### src/rtl/home_pkg.sv
// Shared widths, defaults and ADC reader state encodings for the home sensor front end.
package home_pkg;
  localparam int ST_W       = 7;
  localparam int ADC_W      = 8;
  localparam int DEB_CYCLES = 16;
  localparam int NUM_CH     = 4;

  localparam logic [ST_W-1:0] ST_MAX = '1;

  typedef logic [1:0] adc_state_t;
  localparam adc_state_t IDLE = 2'd0;
  localparam adc_state_t CONV = 2'd1;
  localparam adc_state_t LOAD = 2'd2;
endpackage

### src/rtl/sensor_debounce.sv
// One-bit contact debouncer: 2-flop synchronizer followed by a stability counter.
module sensor_debounce #(
  parameter int DEB_CYCLES = home_pkg::DEB_CYCLES
) (
  input  logic clk,
  input  logic rst,
  input  logic raw,
  output logic deb
);
  localparam int CW = (DEB_CYCLES > 1) ? $clog2(DEB_CYCLES) : 1;

  logic [1:0]    sync;
  logic [CW-1:0] cnt;

  // Any cycle where the synced level agrees with the output restarts qualification.
  always_ff @(posedge clk or posedge rst) begin
    if (rst) begin
      sync <= '0;
      cnt  <= '0;
      deb  <= 1'b0;
    end else begin
      sync <= {sync[0], raw};
      if (sync[1] == deb) begin
        cnt <= '0;
      end else if (cnt == CW'(DEB_CYCLES - 1)) begin
        deb <= sync[1];
        cnt <= '0;
      end else begin
        cnt <= cnt + CW'(1);
      end
    end
  end
endmodule

### src/rtl/home_sensor_frontend.sv
// Sensor front end: four debounced contacts plus a periodic serial temperature ADC reader.
module home_sensor_frontend #(
  parameter int DEB_CYCLES    = home_pkg::DEB_CYCLES,
  parameter int SCLK_DIV      = 4,
  parameter int SAMPLE_PERIOD = 1000,
  parameter int ADC_W         = home_pkg::ADC_W,
  parameter int ST_W          = home_pkg::ST_W
) (
  input  logic            Clk,
  input  logic            Rst,
  input  logic            raw_fd,
  input  logic            raw_rd,
  input  logic            raw_w,
  input  logic            raw_fa,
  input  logic            adc_miso,
  output logic            adc_cs_n,
  output logic            adc_sclk,
  output logic            SFD,
  output logic            SRD,
  output logic            SW,
  output logic            SFA,
  output logic [ST_W-1:0] ST,
  output logic            st_valid
);
  import home_pkg::*;

  localparam int TW = (SAMPLE_PERIOD > 1) ? $clog2(SAMPLE_PERIOD) : 1;
  localparam int DW = (SCLK_DIV > 1) ? $clog2(SCLK_DIV) : 1;
  localparam int BW = (ADC_W > 1) ? $clog2(ADC_W) : 1;
  localparam logic [ST_W-1:0] ST_SAT = '1;

  // Contacts as lanes of one debouncer array: {fa, w, rd, fd}.
  logic [NUM_CH-1:0] raw_v, deb_v;
  assign raw_v = {raw_fa, raw_w, raw_rd, raw_fd};

  sensor_debounce #(.DEB_CYCLES(DEB_CYCLES)) u_deb [NUM_CH-1:0] (
    .clk (Clk),
    .rst (Rst),
    .raw (raw_v),
    .deb (deb_v)
  );

  assign SFD = deb_v[0];
  assign SRD = deb_v[1];
  assign SW  = deb_v[2];
  assign SFA = deb_v[3];

  // Free-running sample timer; the wrap cycle is the conversion start request.
  logic [TW-1:0] tmr;
  logic          start_req;
  assign start_req = (tmr == TW'(SAMPLE_PERIOD - 1));

  always_ff @(posedge Clk or posedge Rst) begin
    if (Rst)            tmr <= '0;
    else if (start_req) tmr <= '0;
    else                tmr <= tmr + TW'(1);
  end

  adc_state_t       state;
  logic [DW-1:0]    div_cnt;
  logic [BW-1:0]    bit_cnt;
  logic [ADC_W-1:0] shift;
  logic [ST_W-1:0]  st_next;

  assign st_next = (shift > ADC_W'(ST_SAT)) ? ST_SAT : shift[ST_W-1:0];

  // Requests arriving outside IDLE are simply not looked at, so they drop.
  always_ff @(posedge Clk or posedge Rst) begin
    if (Rst) begin
      state    <= IDLE;
      adc_cs_n <= 1'b1;
      adc_sclk <= 1'b0;
      div_cnt  <= '0;
      bit_cnt  <= '0;
      shift    <= '0;
      ST       <= '0;
      st_valid <= 1'b0;
    end else begin
      st_valid <= 1'b0;
      case (state)
        IDLE: if (start_req) begin
          adc_cs_n <= 1'b0;
          bit_cnt  <= '0;
          div_cnt  <= '0;
          state    <= CONV;
        end
        CONV: if (div_cnt == DW'(SCLK_DIV - 1)) begin
          div_cnt  <= '0;
          adc_sclk <= ~adc_sclk;
          if (!adc_sclk) begin
            shift <= {shift[ADC_W-2:0], adc_miso};
          end else if (bit_cnt == BW'(ADC_W - 1)) begin
            adc_cs_n <= 1'b1;
            state    <= LOAD;
          end else begin
            bit_cnt <= bit_cnt + BW'(1);
          end
        end else begin
          div_cnt <= div_cnt + DW'(1);
        end
        LOAD: begin
          ST       <= st_next;
          st_valid <= 1'b1;
          state    <= IDLE;
        end
        default: state <= IDLE;
      endcase
    end
  end
endmodule

### config.mk
export PLATFORM = sky130hd
export DESIGN_NAME = home_sensor_frontend
export DESIGN_NICKNAME = d
export VERILOG_FILES = /design/src/rtl/home_pkg.sv /design/src/rtl/sensor_debounce.sv /design/src/rtl/home_sensor_frontend.sv
export SDC_FILE = /design/constraint.sdc
export NUM_CORES = 1
export LEC_CHECK = 0
export BUFFER_PORTS_ARGS = -buffer_cell sky130_fd_sc_hd__buf_4
export CAP_MARGIN = 20
export CORE_MARGIN = 2
export CORE_UTILIZATION = 40
export CTS_CLUSTER_SIZE = 30
export DETAILED_ROUTE_END_ITERATION = 10
export HOLD_SLACK_MARGIN = 0.03
export PLACE_DENSITY_LB_ADDON = 0.05
export SLEW_MARGIN = 20
export SYNTH_ARGS = -nofsm -noshare
export SYNTH_HDL_FRONTEND = slang
export SYNTH_SLANG_ARGS = --single-unit
### constraint.sdc
create_clock -name Clk -period 1.82 [get_ports Clk]
set_input_delay 0.364 -clock Clk [delete_from_list [all_inputs] [get_ports Clk]]
set_output_delay 0.364 -clock Clk [all_outputs]
set_load 0.005 [all_outputs]
# Word-level counts from Yosys, hierarchy flattened
# Cells that the tools add are included.
dict set report op_classes {
  bitwise 5
  order_cmp 1
  reduce_logical 12
  add_sub_neg 7
  n_eq_ne 18
  mux 29
}
# op n
set op_table {}
lappend op_table {{4-bit two-way mux} 8}
lappend op_table {{4-bit by 1-bit adder with 4-bit output (second input constant)} 4}
lappend op_table {{4-bit equality test (second input constant)} 4}
lappend op_table {{2-bit two-way mux} 6}
lappend op_table {{3-bit two-way mux} 4}
lappend op_table {{2-bit AND reduction} 6}
lappend op_table {{10-bit by 1-bit adder with 10-bit output (second input constant)} 1}
lappend op_table {{10-bit equality test (second input constant)} 1}
lappend op_table {{10-bit two-way mux} 1}
lappend op_table {{2-bit != test (second input constant)} 5}
lappend op_table {{5-bit AND reduction} 2}
lappend op_table {{8-bit by 7-bit > comparator with 1-bit output (second input constant)} 1}
lappend op_table {{2-bit one-hot mux with 2 select lines} 2}
lappend op_table {{7-bit two-way mux} 1}
lappend op_table {{3-bit one-hot mux with 2 select lines} 1}
lappend op_table {{1-bit two-way mux} 5}
lappend op_table {{1-bit NOT} 5}
lappend op_table {{1-bit equality test} 4}
lappend op_table {{2-bit equality test (second input constant)} 2}
lappend op_table {{4-bit AND reduction} 1}
lappend op_table {{3-bit by 1-bit adder with 3-bit output (second input constant)} 1}
lappend op_table {{3-bit equality test (second input constant)} 1}
lappend op_table {{3-bit AND reduction} 1}
lappend op_table {{2-bit by 1-bit adder with 2-bit output (second input constant)} 1}
lappend op_table {{other kinds (4)} 4}
dict set report word_totals {
  reg_bits 63
}

# Depth between registers and ports, before layout
dict set report logic_depth {
  word_depth 5
  depth_mapped 5
  ltp_nobuf 5
}

# Modules after synthesis
# Synthesis repeated with hierarchy kept, for this count alone.
dict set report hier_totals {
  hier_cells 208
  hier_area_um2 2601.2
}
# mod seq_area_each_um2 instances area_per_inst_um2 cells_each
set by_module_without_submodules {}
lappend by_module_without_submodules {home_sensor_frontend 877.1 1 1500.2 132}
lappend by_module_without_submodules {sensor_debounce 175.2 4 275.3 19}

# Worst setup path after synthesis
# Ideal clock, no wire load.
dict set report synth_path {
  kind {register -> register}
  from {reg bit_cnt[0]}
  to {reg bit_cnt[1]}
  setup_slack_ns 0.290
  path_stages_with_launch 6
  setup_time_ns 0.087
  arrival_ns 1.444
  t_required_ns 1.733
  path_buffers 0
  path_cell_list {dfrtp_1 -> ha_1 -> ha_1 -> nand4b_1 -> mux2_2 -> o211ai_1}
}
dict set report synth_between {
  elab_chain_len 5
  elab_cells_between_ends 8
  cone_classes {1 x add/sub; 2 x eq/ne; 4 x mux; 1 x reduce/logical}
}
# element line_no
set synth_lines {}
lappend synth_lines {{start: declaration} home_sensor_frontend.sv:61} ;# logic [BW-1:0] bit_cnt;
lappend synth_lines {{start signal: assignment} home_sensor_frontend.sv:96} ;# bit_cnt <= bit_cnt + BW'(1);
lappend synth_lines {{3-bit by 1-bit adder with 3-bit output} home_sensor_frontend.sv:96}
lappend synth_lines {{3-bit two-way mux} home_sensor_frontend.sv:92} ;# end else if (bit_cnt == BW'(ADC_W - 1)) begin
lappend synth_lines {{3-bit two-way mux} home_sensor_frontend.sv:90} ;# if (!adc_sclk) begin
lappend synth_lines {{3-bit two-way mux} home_sensor_frontend.sv:87} ;# CONV: if (div_cnt == DW'(SCLK_DIV - 1)) begin
lappend synth_lines {{3-bit one-hot mux with 2 select lines} home_sensor_frontend.sv:80} ;# case (state)
# Several ways; a longest one is shown, not always the timed one. The select of a mux whose other input is x is not followed.
# A chain may end at the register's enable or synchronous reset.

# Worst setup path after layout
# Ends and elaborated chain as after synthesis.

==> reports/metrics.csv <==
metric;value;unit
CTS Sinks;63;
Port Buf Inserts;20;
R2R Setup Slk;0.16;ns
Chip Height;86.29;um
number of global-route vias before repair;1769;
mapped cell area;2709;sq um
WL final;4503;um
GRT Residual Overflow;0;
Pleak;1.441;nW
first-pass GRT wire length;8135;um
clock buffer count from CTS;9;
CTS Root Cell;clkbuf_8;
Crit Path Class;reg2reg;
layout cells sized above 1;25.19;%
Max-Cap Viols;0;
P&R area growth vs syn;18.71;%
R2R depth;5;
DRT Pass-1 Iters;4;
min-delay worst type;in2reg;
Synth Instances;231;
EDFF count, synth;0;
CTS tree;built;
Crit path required time;2.06;ns
worst-path cell chain;ha_1, ha_1, nand4b_1, mux2_2, o211ai_1;
CTS HTree Levels;3;
total die area;7446;sq um
ant diodes;0;
Worst Setup End Kind;register;
Top FF cell, synth;dfrtp_1;
largest net degree at the start of global routing;51;
fin crit period;1.664;ns
post-DP HPWL;2997;um
Mean Syn Cell Area;11.73;sq um
Initial Util;41.94;%
most common cell after layout, fill and taps aside;dfrtp_1;
via/cell ratio;5.009;
Crit Reg-Reg Endpoint;bit_cnt[1];
Slew Limit Fails;0;
Setup Skew;0.007989;ns
dpl ws;0.1646;ns
initial antenna violation count;0;
Power Density;869.5;nW/um^2
crit-path most repeated cell;ha_1;
GRT Resource Usage Total;14.01;%
worst vdd ir;0.4049;mV
I/O Pins;21;
Synth cell types;39;
CTS resizes;0;
total core area;6459;sq um
Worst path slowest cell;dfrtp_1;
clk_lat worst skew;0.33;ns
Hold Path End;u_deb[0].sync[0];
GPL Wtd Cong;0.6912;
worst-margin pin slew;0.4398;ns
Row Count;29;
CTS clock-pin slew for the worst setup and hold paths;0.07;ns
final net count;280;
Critical Path AT;1.91;ns
initial drt markers;62;
Crit Path Max Fanout;6;
Post-Syn Nets;246;
CP Launch Type;register;
final hold vios;0;
RSZ-0062 raised after global routing;no;
yosys warns;0;
Worst Slack Setup Final;0.1559;ns
DIE WIDTH;86.29;um
R2R Path Start;bit_cnt[0];
CTS Buffer Depth;2;
Slew HR;70.68;%
status;finished, final reports clean;
ys async rst share;100.0;%
most frequent cells in the layout;dfrtp_1 (62), buf_4 (26), nand2_1 (21);
Fmax;600.9;MHz
final setup vio count;0;
Hold Path Stages;1;
Final period util;91.43;%
Avg WL per Cell;12.98;um
Worst Hold Launch;raw_fd;
Synth Register Bits;63;
vias;1738;
ANT nets after route;0;
sequential-to-total area share from yosys stat;58.24;%
setup tns final;0;ns
Largest stage delay, worst path;0.42;ns
Remaining DRCs;0;
Yosys cell counts, drive strengths merged (4+ instances only):
| master | n | share of area [%] |
|---|---|---|
| ha | 8 | 3.7 |
| mux2 | 15 | 6.2 |
| xnor2 | 9 | 2.9 |
| a21oi | 12 | 2.2 |
| dfrtp | 62 | 57 |
| nand3 | 10 | 2.3 |
| nand2 | 21 | 2.9 |
| nor2 | 14 | 1.9 |
| nor2b | 4 | 0.92 |
| nand4b | 5 | 1.6 |
| inv | 11 | 1.5 |
| nor3b | 4 | 1.1 |
| o21ai | 18 | 3.3 |
kinds of logic after synthesis:
group / after synthesis / share of synthesized area [%]
compound gates: 38 / 8.176
xor+xnor: 11 / 3.557
fa+ha+maj: 8 / 3.695
buf+inv: 16 / 2.494
flops: 63 / 58.25
mux: 15 / 6.235
simple gates: 80 / 17.60
metrics by stage:
stage / std cells / hold slack [ns] / power (mW) / instance area, sq um / utilization, %
after floorplan: 231 / 0.3312 / 1.540 / 2713 / -
after global placement: 330 / 0.3344 / 1.576 / 2998 / 46.42
after detailed placement: 330 / 0.3362 / 1.577 / 2998 / 46.42
after CTS: 347 / 0.1199 / 2.842 / 3216 / 49.79
after global routing: 347 / 0.1112 / 2.929 / 3216 / 49.79
final: 347 / 0.1340 / 2.796 / 3216 / 49.79
power breakdown:
part	total, mW	switching (mW)	internal [mW]
Clock	1.25	0.542	0.705
Combinational	0.0934	0.0515	0.0419
Sequential	1.46	0.0252	1.43
timing repair:
item                                   CTS  global route
setup endpoints to repair                0             0
endpoints found under the hold margin   13             0
hold buffers                             1             0
buffers inserted                         0             0
cell type report:
cell class                 instances  area, sq um
fill                             609         3243
clock inverter                     5        56.30
tap                               77        96.34
timing repair buffer              28        225.2
multi-input combinational        152         1064
inverter                          11        45.04
clock buffer                      11        151.4
sequential                        63         1578
per-layer routing:
metal	wire (um)	share of wire, %	global-route usage (%)
met5	0	0	0
met4	87	1.9	7.244
met3	120	2.7	3.429
met2	1942	43	20.16
met1	2353	52	19.69
critical path: cells and delay by family, from the launching register on:
family                   cells  cell delay [ns]
multiplexers                 1             0.35
AO/OA/AOI/OAI                1             0.09
flip-flops                   1             0.42
AND/OR/NAND/NOR              1             0.32
adder cells (fa/ha/maj)      2             0.39
worst max-delay path by stage:
| stage | end | slack, ns | cells past startpoint | start |
|---|---|---|---|---|
| after floorplan | bit_cnt[1] | 0.29 | 5 | bit_cnt[0] |
| after global placement | shift[1] | 0.19 | 4 | div_cnt[0] |
| after detailed placement | bit_cnt[2] | 0.16 | 5 | bit_cnt[0] |
| after CTS | shift[2] | 0.15 | 4 | div_cnt[0] |
| after global routing | shift[3] | 0.04 | 4 | div_cnt[0] |
| final | bit_cnt[1] | 0.16 | 5 | bit_cnt[0] |
registers in the layout (all words and copies together), names as in the netlist:
register	count
div_cnt	2
state	2
u_deb.deb	4
ST	7
u_deb.sync	8
tmr	10
st_valid	1
u_deb.cnt	16
adc_cs_n	1
shift	8
bit_cnt	3
adc_sclk	1
No activity file was read; power rests on OpenSTA's default activity.
